$ cat src/rtl/wb_csr_pkg.sv
// Shared constants and types for the Wishbone CSR responder.
// Address map, FSM states and STATUS bit positions.
package wb_csr_pkg;

   localparam logic [13:0] ADR_ID       = 14'h0;
   localparam logic [13:0] ADR_CTRL     = 14'h1;
   localparam logic [13:0] ADR_STATUS   = 14'h2;
   localparam logic [13:0] ADR_COUNTER  = 14'h3;
   localparam logic [13:0] ADR_SCRATCH0 = 14'h4;

   localparam int STATUS_W        = 9;
   localparam int STATUS_UNMAPPED = 8;

   typedef enum logic [1:0] {
      ST_IDLE,
      ST_WAIT,
      ST_ACK
   } state_t;

   function automatic logic [31:0] sel_mask(input logic [3:0] sel);
      return {{8{sel[3]}}, {8{sel[2]}}, {8{sel[1]}}, {8{sel[0]}}};
   endfunction

endpackage

$ cat src/rtl/wb_csr_responder_sel_reg.sv
// 32-bit register with byte-lane masked writes.
// Optional increment when not being written (write wins).
module wb_sel_reg
   import wb_csr_pkg::*;
(
   input  logic        clk,
   input  logic        rst_n,
   input  logic        i_we,
   input  logic        i_inc,
   input  logic [3:0]  i_sel,
   input  logic [31:0] i_dat,
   output logic [31:0] o_q
);

   logic [31:0] r_q;
   logic [31:0] w_mask;

   assign w_mask = sel_mask(i_sel);

   always_ff @(posedge clk or negedge rst_n) begin
      if (!rst_n) begin
         r_q <= '0;
      end else if (i_we && (|i_sel)) begin
         r_q <= (r_q & ~w_mask) | (i_dat & w_mask);
      end else if (i_inc) begin
         r_q <= r_q + 32'd1;
      end
   end

   assign o_q = r_q;

endmodule

$ cat src/rtl/wb_csr_responder.sv
// Wishbone classic CSR responder: ID, CTRL, W1C STATUS,
// free-running COUNTER and scratch words with wait states.
module wb_csr_responder
   import wb_csr_pkg::*;
#(
   parameter int          NUM_SCRATCH = 4,
   parameter int          WAIT_STATES = 1,
   parameter logic [31:0] ID_VALUE    = 32'h5742_0001
) (
   input  logic        clk,
   input  logic        rst_n,
   input  logic        wb_CYC,
   input  logic        wb_STB,
   input  logic        wb_WE,
   input  logic [13:0] wb_ADR,
   input  logic [3:0]  wb_SEL,
   input  logic [31:0] wb_DAT_MOSI,
   output logic [31:0] wb_DAT_MISO,
   output logic        wb_ACK,
   output logic [31:0] ctrl_out,
   input  logic [7:0]  status_set,
   output logic        irq
);

   localparam logic [13:0] ADR_SCR_END =
      ADR_SCRATCH0 + 14'(NUM_SCRATCH);

   state_t      r_state;
   state_t      w_state_nxt;
   logic [2:0]  r_wcnt;
   logic [2:0]  w_wcnt_nxt;
   logic        w_req;
   logic        w_commit;

   logic [13:0] r_adr;
   logic        r_we;
   logic [3:0]  r_sel;
   logic [31:0] r_dat;

   logic [STATUS_W-1:0] r_status;
   logic [STATUS_W-1:0] w_clr;
   logic [31:0] r_miso;
   logic        r_ack;
   logic        r_irq;

   assign w_req = wb_CYC & wb_STB;

   always_ff @(posedge clk or negedge rst_n) begin
      if (!rst_n) begin
         r_state <= ST_IDLE;
         r_wcnt  <= '0;
      end else begin
         r_state <= w_state_nxt;
         r_wcnt  <= w_wcnt_nxt;
      end
   end

   always_comb begin
      w_state_nxt = r_state;
      w_wcnt_nxt  = r_wcnt;
      w_commit    = 1'b0;
      unique case (r_state)
         ST_IDLE: begin
            if (w_req) begin
               w_state_nxt = ST_WAIT;
               w_wcnt_nxt  = 3'(WAIT_STATES);
            end
         end
         ST_WAIT: begin
            if (!w_req) begin
               w_state_nxt = ST_IDLE;
            end else if (r_wcnt != 3'd0) begin
               w_wcnt_nxt = r_wcnt - 3'd1;
            end else begin
               w_commit    = 1'b1;
               w_state_nxt = ST_ACK;
            end
         end
         ST_ACK:  w_state_nxt = ST_IDLE;
         default: w_state_nxt = ST_IDLE;
      endcase
   end

   always_ff @(posedge clk or negedge rst_n) begin
      if (!rst_n) begin
         r_adr <= '0;
         r_we  <= 1'b0;
         r_sel <= '0;
         r_dat <= '0;
      end else if (r_state == ST_IDLE && w_req) begin
         r_adr <= wb_ADR;
         r_we  <= wb_WE;
         r_sel <= wb_SEL;
         r_dat <= wb_DAT_MOSI;
      end
   end

   logic w_hit_id;
   logic w_hit_ctrl;
   logic w_hit_st;
   logic w_hit_cnt;
   logic w_hit_scr;
   logic w_unmapped;
   logic w_wr;
   logic w_rd;

   assign w_hit_id   = (r_adr == ADR_ID);
   assign w_hit_ctrl = (r_adr == ADR_CTRL);
   assign w_hit_st   = (r_adr == ADR_STATUS);
   assign w_hit_cnt  = (r_adr == ADR_COUNTER);
   assign w_hit_scr  = (r_adr >= ADR_SCRATCH0) &&
                       (r_adr <  ADR_SCR_END);
   assign w_unmapped = ~(w_hit_id | w_hit_ctrl | w_hit_st |
                         w_hit_cnt | w_hit_scr);
   assign w_wr = w_commit & r_we;
   assign w_rd = w_commit & ~r_we;

   logic [31:0] w_ctrl;
   logic [31:0] w_cnt;
   logic [31:0] w_scratch [NUM_SCRATCH];
   logic [2:0]  w_scr_idx;

   // modulo-8 offset is exact because the window never exceeds 8 words
   assign w_scr_idx = r_adr[2:0] - ADR_SCRATCH0[2:0];

   wb_sel_reg u_ctrl (
      .clk   (clk),
      .rst_n (rst_n),
      .i_we  (w_wr & w_hit_ctrl),
      .i_inc (1'b0),
      .i_sel (r_sel),
      .i_dat (r_dat),
      .o_q   (w_ctrl)
   );

   wb_sel_reg u_counter (
      .clk   (clk),
      .rst_n (rst_n),
      .i_we  (w_wr & w_hit_cnt),
      .i_inc (w_ctrl[0]),
      .i_sel (r_sel),
      .i_dat (r_dat),
      .o_q   (w_cnt)
   );

   for (genvar g = 0; g < NUM_SCRATCH; g++) begin : g_scr
      wb_sel_reg u_scr (
         .clk   (clk),
         .rst_n (rst_n),
         .i_we  (w_wr & w_hit_scr & (w_scr_idx == 3'(g))),
         .i_inc (1'b0),
         .i_sel (r_sel),
         .i_dat (r_dat),
         .o_q   (w_scratch[g])
      );
   end

   logic [31:0] w_scr_rd;
   logic [31:0] w_rdata;

   always_comb begin
      w_scr_rd = '0;
      for (int i = 0; i < NUM_SCRATCH; i++) begin
         if (w_scr_idx == 3'(i)) begin
            w_scr_rd = w_scratch[i];
         end
      end
   end

   always_comb begin
      w_rdata = '0;
      unique case (1'b1)
         w_hit_id:   w_rdata = ID_VALUE;
         w_hit_ctrl: w_rdata = w_ctrl;
         w_hit_st:   w_rdata = {23'd0, r_status};
         w_hit_cnt:  w_rdata = w_cnt;
         w_hit_scr:  w_rdata = w_scr_rd;
         default:    w_rdata = '0;
      endcase
   end

   assign w_clr = {STATUS_W{w_wr & w_hit_st}} &
                  r_dat[STATUS_W-1:0] &
                  {r_sel[1], {8{r_sel[0]}}};

   // set sources are OR-ed after the clear so they win a collision
   always_ff @(posedge clk or negedge rst_n) begin
      if (!rst_n) begin
         r_status <= '0;
         r_irq    <= 1'b0;
         r_ack    <= 1'b0;
         r_miso   <= '0;
      end else begin
         r_status[7:0] <= (r_status[7:0] & ~w_clr[7:0]) | status_set;
         r_status[STATUS_UNMAPPED] <=
            (r_status[STATUS_UNMAPPED] & ~w_clr[STATUS_UNMAPPED]) |
            (w_commit & w_unmapped);
         r_irq <= |(r_status[7:0] & w_ctrl[15:8]);
         r_ack <= w_commit;
         if (w_rd) begin
            r_miso <= w_rdata;
         end
      end
   end

   assign wb_DAT_MISO = r_miso;
   assign wb_ACK      = r_ack;
   assign ctrl_out    = w_ctrl;
   assign irq         = r_irq;

endmodule

$ cat config.mk
export PLATFORM = sky130hd
export DESIGN_NAME = wb_csr_responder
export DESIGN_NICKNAME = d
export VERILOG_FILES = /design/src/rtl/wb_csr_pkg.sv /design/src/rtl/wb_csr_responder_sel_reg.sv /design/src/rtl/wb_csr_responder.sv
export SDC_FILE = /design/constraint.sdc
export NUM_CORES = 1
export LEC_CHECK = 0
export BUFFER_PORTS_ARGS = -buffer_cell sky130_fd_sc_hd__buf_4
export CAP_MARGIN = 5
export CORE_MARGIN = 2
export CORE_UTILIZATION = 59
export DETAILED_ROUTE_END_ITERATION = 10
export GPL_TIMING_DRIVEN = 0
export PLACE_DENSITY_LB_ADDON = 0.05
export RECOVER_POWER = 50
export SLEW_MARGIN = 20
export SYNTH_ARGS = -nofsm -noshare
export SYNTH_HDL_FRONTEND = slang
export SYNTH_SLANG_ARGS = --single-unit
$ cat constraint.sdc
create_clock -name clk -period 3.65 [get_ports clk]
set_clock_uncertainty 0.15 [all_clocks]
set_input_delay 0.5475 -clock clk [delete_from_list [all_inputs] [get_ports clk]]
set_output_delay 0.5475 -clock clk [all_outputs]
set_load 0.02 [all_outputs]
==> impl_metrics.ini, run 1 <==
[run_status]
status = completed

[sta]
rsz0062_at_grt = no
relSlewSlack_pct = 5.97
finalHoldViolations = 0
fin_crit_sh_pct = 94.6
drv_slew = 0
setup_slack_ns = 0.197
setup-violations-final = 0
fmax_mhz = 290
worstMarginPinSlew_ns = 1.41
hold_ws_ns = 0.0210
layout_min_cycle_time_ns = 3.45

[global_route]
grt_pass1_wl_mm = 59.3
grt_usage_pct = 32.5
grt_max_degree = 93
grt_pass1_vias = 9901
gr-total-overflow = 0
antenna_found_initial = 0

[route]
dr.pass1.iters = 6
postRouteAntennaNets = 0
wl_mm = 38.3
drc = 0
vias_per_cell = 6.48
drtIter0Drc = 767
wl_per_cell_um = 25.3
vias = 9835

[place]
place_congestion = 0.963
port_buffers = 128
place_inst = 1462
dp_hpwl_mm = 26.2
place_ws_ns = 0.350

[synth]
ys.flop_type = dfrtp_1
netlist_area_um2 = 13500
synthMostInstantiatedCell = dfrtp_1
ys_async_sr_fraction_pct = 100
synth_edf_count = 0
yosys.area.top_type_share_pct = 54.1
synth_area_leaders = dfrtp_1, mux2_2, mux2_1
syn_area_per_cell_um2 = 12.9
ys_ff_latch = 291
yosysWarnings = 0
synth_cell_types = 73
syn_inst = 1046
ys_seq_area_share_pct = 54.1
synth_common_cells = dfrtp_1, mux2_2, mux2_1
syn_nets = 1112
synth_area_leader_cell = dfrtp_1

[setup_path]
critical_path_peak_fanout = 10
slowest_delay_ns = 0.66
start_kind = flip-flop
regToRegSetupSlack_ns = 0.20
cp_data_arrival_time_ns = 3.78
critPathKind = reg2reg
slowest_stage = clkbuf_1
cpMostUsedCell = clkbuf_1
path_cells = or4_1, buf_4, nor4_4, clkbuf_1, clkbuf_1, a22oi_1, a31oi_1
end_kind = flip-flop
crit_required_ns = 3.97

[clock_tree]
cts_made_buffers = 31
cts_tree = yes
htreeDepth = 1
clockRootBuffer = clkbuf_16
cts.sink_count = 291
clk_latency_ns = 0.56
cts_max_path_buffers = 3
cts.reportedPaths.clkPinSlew_ns = 0.06

[final_layout]
fin_cells = 1518
syn_to_final_growth_pct = 16.2
antenna_cells = 0
drive_above_1_share_pct = 26.4
finalNetCount = 1277

[floorplan]
die_h_um = 155
die_w_um = 155
dieArea_um2 = 24000
core-area_um2 = 22500
ioPinCount = 129
initial_core_util_pct = 59.8
num_rows = 55

[job]
maxCapViolations = 0

[hold_path]
hold_path_class = in2reg

[power]
p_leak_nw = 6.98
power_density_nw_per_um2 = 523
peakVddDrop_mv = 0.438
per-layer routing:
metal | global-route usage, % | routed length, um
met5 | 0 | 0
met4 | 10.9 | 1400
met3 | 6.10 | 2870
met2 | 51.6 | 18100
met1 | 45.7 | 16000
worst paths after layout:
check,cells after the start,end,startpoint
worst max register to register,7,wb_DAT_MISO[15],r_adr[3]
worst min register to register,1,flip-flop,flip-flop
worst min-delay path,2,r_status[4],status_set[4]
worst max-delay path,7,wb_DAT_MISO[15],r_adr[3]
max in group asynchronous,3,r_dat[24],rst_n
min in group asynchronous,2,asynchronous set/reset pin,rst_n
power breakdown:
part           internal (W)  total [W]  leakage, nW  switching (W)
Clock               0.00191    0.00320        0.505        0.00130
Combinational      0.000408    0.00113         2.68       0.000724
Sequential          0.00351    0.00384         3.79       0.000332
Total               0.00582    0.00818         6.98        0.00235
final cells by class:
cell class / instances / area, um2
buffer: 59 / 270
tap: 285 / 357
clock buffer: 43 / 891
clock inverter: 12 / 154
timing repair buffer: 132 / 771
sequential: 291 / 7280
fill: 1744 / 6870
inverter: 16 / 60.1
multi-input combinational: 680 / 5840
stage by stage:
stage,area (um2),power (W),setup TNS [ns],util (%)
6_report,15600,0.00818,0,69.5
3_3_place_gp,14800,0.00508,-189.53,65.6
3_5_place_dp,14900,0.00513,0,66.0
4_1_cts,15900,0.00832,0,70.7
2_1_floorplan,13500,0.00449,0,-
5_1_grt,15600,0.00847,0,69.5
logic make-up after synthesis:
group,after synthesis,synth area share [%]
flops,291,54.1
simple gates,250,10.8
xor+xnor,4,0.261
mux,244,22.5
fa+ha+maj,3,0.279
compound gates,179,9.58
buf+inv,75,2.43
worst max-delay path: cells and delay by family, from the launching register on:
kind | cells | cell delay, ns
DFF | 1 | 0.37
buffers and inverters | 3 | 1.53
AOI/OAI and AO/OA | 2 | 0.41
and+or+nand+nor | 2 | 0.89
what timing repair did:
item,in CTS,in global routing
setup buffers,0,0
endpoints found under the hold margin,54,0
endpoints found under the setup margin,0,0
hold buffers,1,0
gates resized for setup,0,0
cell usage in the layout, fill, tap and decap left out, types with 6 or more instances in the layout:
cell       Yosys  routed
or3_1         11      11
nand3_1       35      35
clkbuf_16      0      31
mux2i_1       10      10
a21o_1        12      12
buf_4          5      66
mux2_1        74      74
mux2_2       134     134
o21ai_0       18      18
nor3_1        10      10
a22oi_1       32      32
buf_2          6       7
nand3_4       10      10
dfrtp_1      291     291
o22ai_1        7       7
and3_1        11      11
mux4_2        26      26
nor2_1        55      54
clkbuf_1      36     106
or4_1          8       8
a222oi_1       9       9
a31oi_1       23      23
clkbuf_8       0       7
buf_1         10       7
nor4_1         6       6
nand2_1       60      60
a21oi_1       32      32
nand4_1       11      11
inv_1         16      16
Power figures use the tool's default switching activity.
==> run 2: changes to the inputs <==
--- a/config.mk
+++ b/config.mk
@@ -8,7 +8,8 @@
 export BUFFER_PORTS_ARGS = -buffer_cell sky130_fd_sc_hd__buf_4
 export CAP_MARGIN = 5
 export CORE_MARGIN = 2
-export CORE_UTILIZATION = 59
+export CORE_UTILIZATION = 50
+export CTS_CLUSTER_DIAMETER = 200
 export DETAILED_ROUTE_END_ITERATION = 10
 export GPL_TIMING_DRIVEN = 0
 export PLACE_DENSITY_LB_ADDON = 0.05
==> constraint.sdc (replaced) <==
create_clock -name clk -period 4.2 [get_ports clk]
set_clock_uncertainty 0.15 [all_clocks]
set_input_delay 0.63 -clock clk [delete_from_list [all_inputs] [get_ports clk]]
set_output_delay 0.63 -clock clk [all_outputs]
set_load 0.02 [all_outputs]
==> impl_metrics.ini, run 2 (synthesized netlist as in run 1, its figures left out) <==
[route]
drc = 0
wl_per_cell_um = 24.7
postRouteAntennaNets = 0
drtIter0Drc = 1032
vias_per_cell = 6.20
wl_mm = 39.0
dr.pass1.iters = 6
vias = 9791

[setup_path]
start_kind = flip-flop
slowest_stage = clkbuf_1
crit_path_start = r_adr[3]
critical_path_peak_fanout = 10
worst-path-buf-inv = 3
slowest_delay_ns = 0.71
cpMostUsedCell = clkbuf_1
cp_data_arrival_time_ns = 3.72
critPathKind = reg2reg
regToRegSetupSlack_ns = 0.76
end_kind = flip-flop
r2r_cells = 7
crit_family = buffers and inverters
crit_required_ns = 4.49
r2r-end = wb_DAT_MISO[12]
r2r_start = r_adr[3]
path_cells = or4_1, buf_4, nor4_4, clkbuf_1, clkbuf_1, a22oi_1, a31oi_1

[final_layout]
antenna_cells = 0
finalNetCount = 1280
final_core_util_pct = 59.3
drive_above_1_share_pct = 26.4
multi_input_area_um2 = 5850
layout_commonest_cell = dfrtp_1
ff_latch_area_um2 = 7280
post-route-cell-area_um2 = 15800
syn_to_final_growth_pct = 17.5
final_cell_mix = dfrtp_1, mux2_2, clkbuf_1, mux2_1, buf_4
fin_cells = 1580
num-fill-cells = 2280

[place]
place_congestion = 0.952
place_inst = 1518
port_buffers = 128
placed_area_um2 = 14900
dp_hpwl_mm = 26.6

[floorplan]
dieArea_um2 = 28200
initial_core_util_pct = 50.5
die_w_um = 168
die_h_um = 168
num_rows = 60
ioPinCount = 129
core-area_um2 = 26700

[clock_tree]
cts.reportedPaths.clkPinSlew_ns = 0.06
clockRootBuffer = clkbuf_16
cts.sink_count = 291
htreeDepth = 2
cts_max_path_buffers = 3
cts_made_buffers = 34
cts.repair.resized = 0
cts_tree = yes
clk_latency_ns = 0.51

[job]
maxCapViolations = 0

[sta]
drv_slew = 0
rsz0062_at_grt = no
relSlewSlack_pct = 12.5
fmax_mhz = 291
layout_min_cycle_time_ns = 3.44
worstMarginPinSlew_ns = 1.31
finalHoldViolations = 0
fin_crit_sh_pct = 81.9
setup-violations-final = 0

[global_route]
grt_pass1_wl_mm = 60.1
gr-total-overflow = 0
use_met2_pct = 43.5
grt_usage_pct = 28.1
antenna_found_initial = 0
grt_max_degree = 98
grt_util_met3_pct = 4.44
busiest_layer = met2
use_met1_pct = 41.0
grt_pass1_vias = 9678

[power]
p_switching_w = 0.00209
power_frac_seq_pct = 45.7
internal_power_w = 0.00522
power_frac_comb_pct = 13.4
power_density_nw_per_um2 = 463
p_leak_nw = 7.03
total_power_w = 0.00732
p_clk_share_pct = 40.9
swShare_pct = 28.6
peakVddDrop_mv = 0.360

[hold_path]
whs_endpoint = r_status[6]
hold_path_class = in2reg
hold_depth = 2
worstHoldStart = status_set[6]

[run_status]
status = completed
-- run 2: through the flow --
stage / setup slack [ns] / TNS (ns) / hold slack, ns
after floorplan: 1.66 / 0 / 0.184
after global placement: -0.320 / -81.56 / 0.318
after detailed placement: 0.811 / 0 / 0.318
after CTS: 0.809 / 0 / 0.149
after global routing: 0.628 / 0 / 0.152
final: 0.762 / 0 / 0.151
-- run 2: final cells by class --
cell class                 instances  area share (%)
clock inverter                    11           0.697
tap                              341            2.70
clock buffer                      50            6.48
sequential                       291            46.1
multi-input combinational        680            37.0
buffer                            59            1.70
inverter                          16           0.380
timing repair buffer             132            4.97
-- run 2: repair_timing --
action / in CTS / in global routing
hold buffers: 1 / 0
buffers inserted: 0 / 0
hold endpoints to repair: 16 / 0
-- run 2: worst register-to-register path, cell delays in order, from the launching register on --
cell      delay [ns]
dfrtp_1         0.37
or4_1           0.58
buf_4           0.21
nor4_4          0.32
clkbuf_1        0.61
clkbuf_1        0.72
a22oi_1         0.23
a31oi_1         0.20
-- run 2: worst max path at each step --
stage,end,slack (ns),cells past startpoint
after floorplan,flip-flop,1.66,8
after global placement,r_dat[25],-0.32,1
after detailed placement,wb_DAT_MISO[29],0.81,7
after CTS,wb_DAT_MISO[12],0.81,7
after global routing,flip-flop,0.63,7
final,wb_DAT_MISO[12],0.76,7
-- run 2: layer usage --
layer  routed length [um]  up-vias
li1                     -     4305
met1                17100     5017
met2                18200      394
met3                 2640       75
met4                 1130        0
met5                    0        -
-- run 2: power groups by stage --
stage               Sequential, W  Clock [W]  Combinational, W
finish                    0.00334    0.00299          0.000984
CTS                       0.00334    0.00303           0.00109
global placement          0.00339          0           0.00105
global route              0.00338    0.00316           0.00107
detailed placement        0.00339          0           0.00108
floorplan                 0.00341          0          0.000490
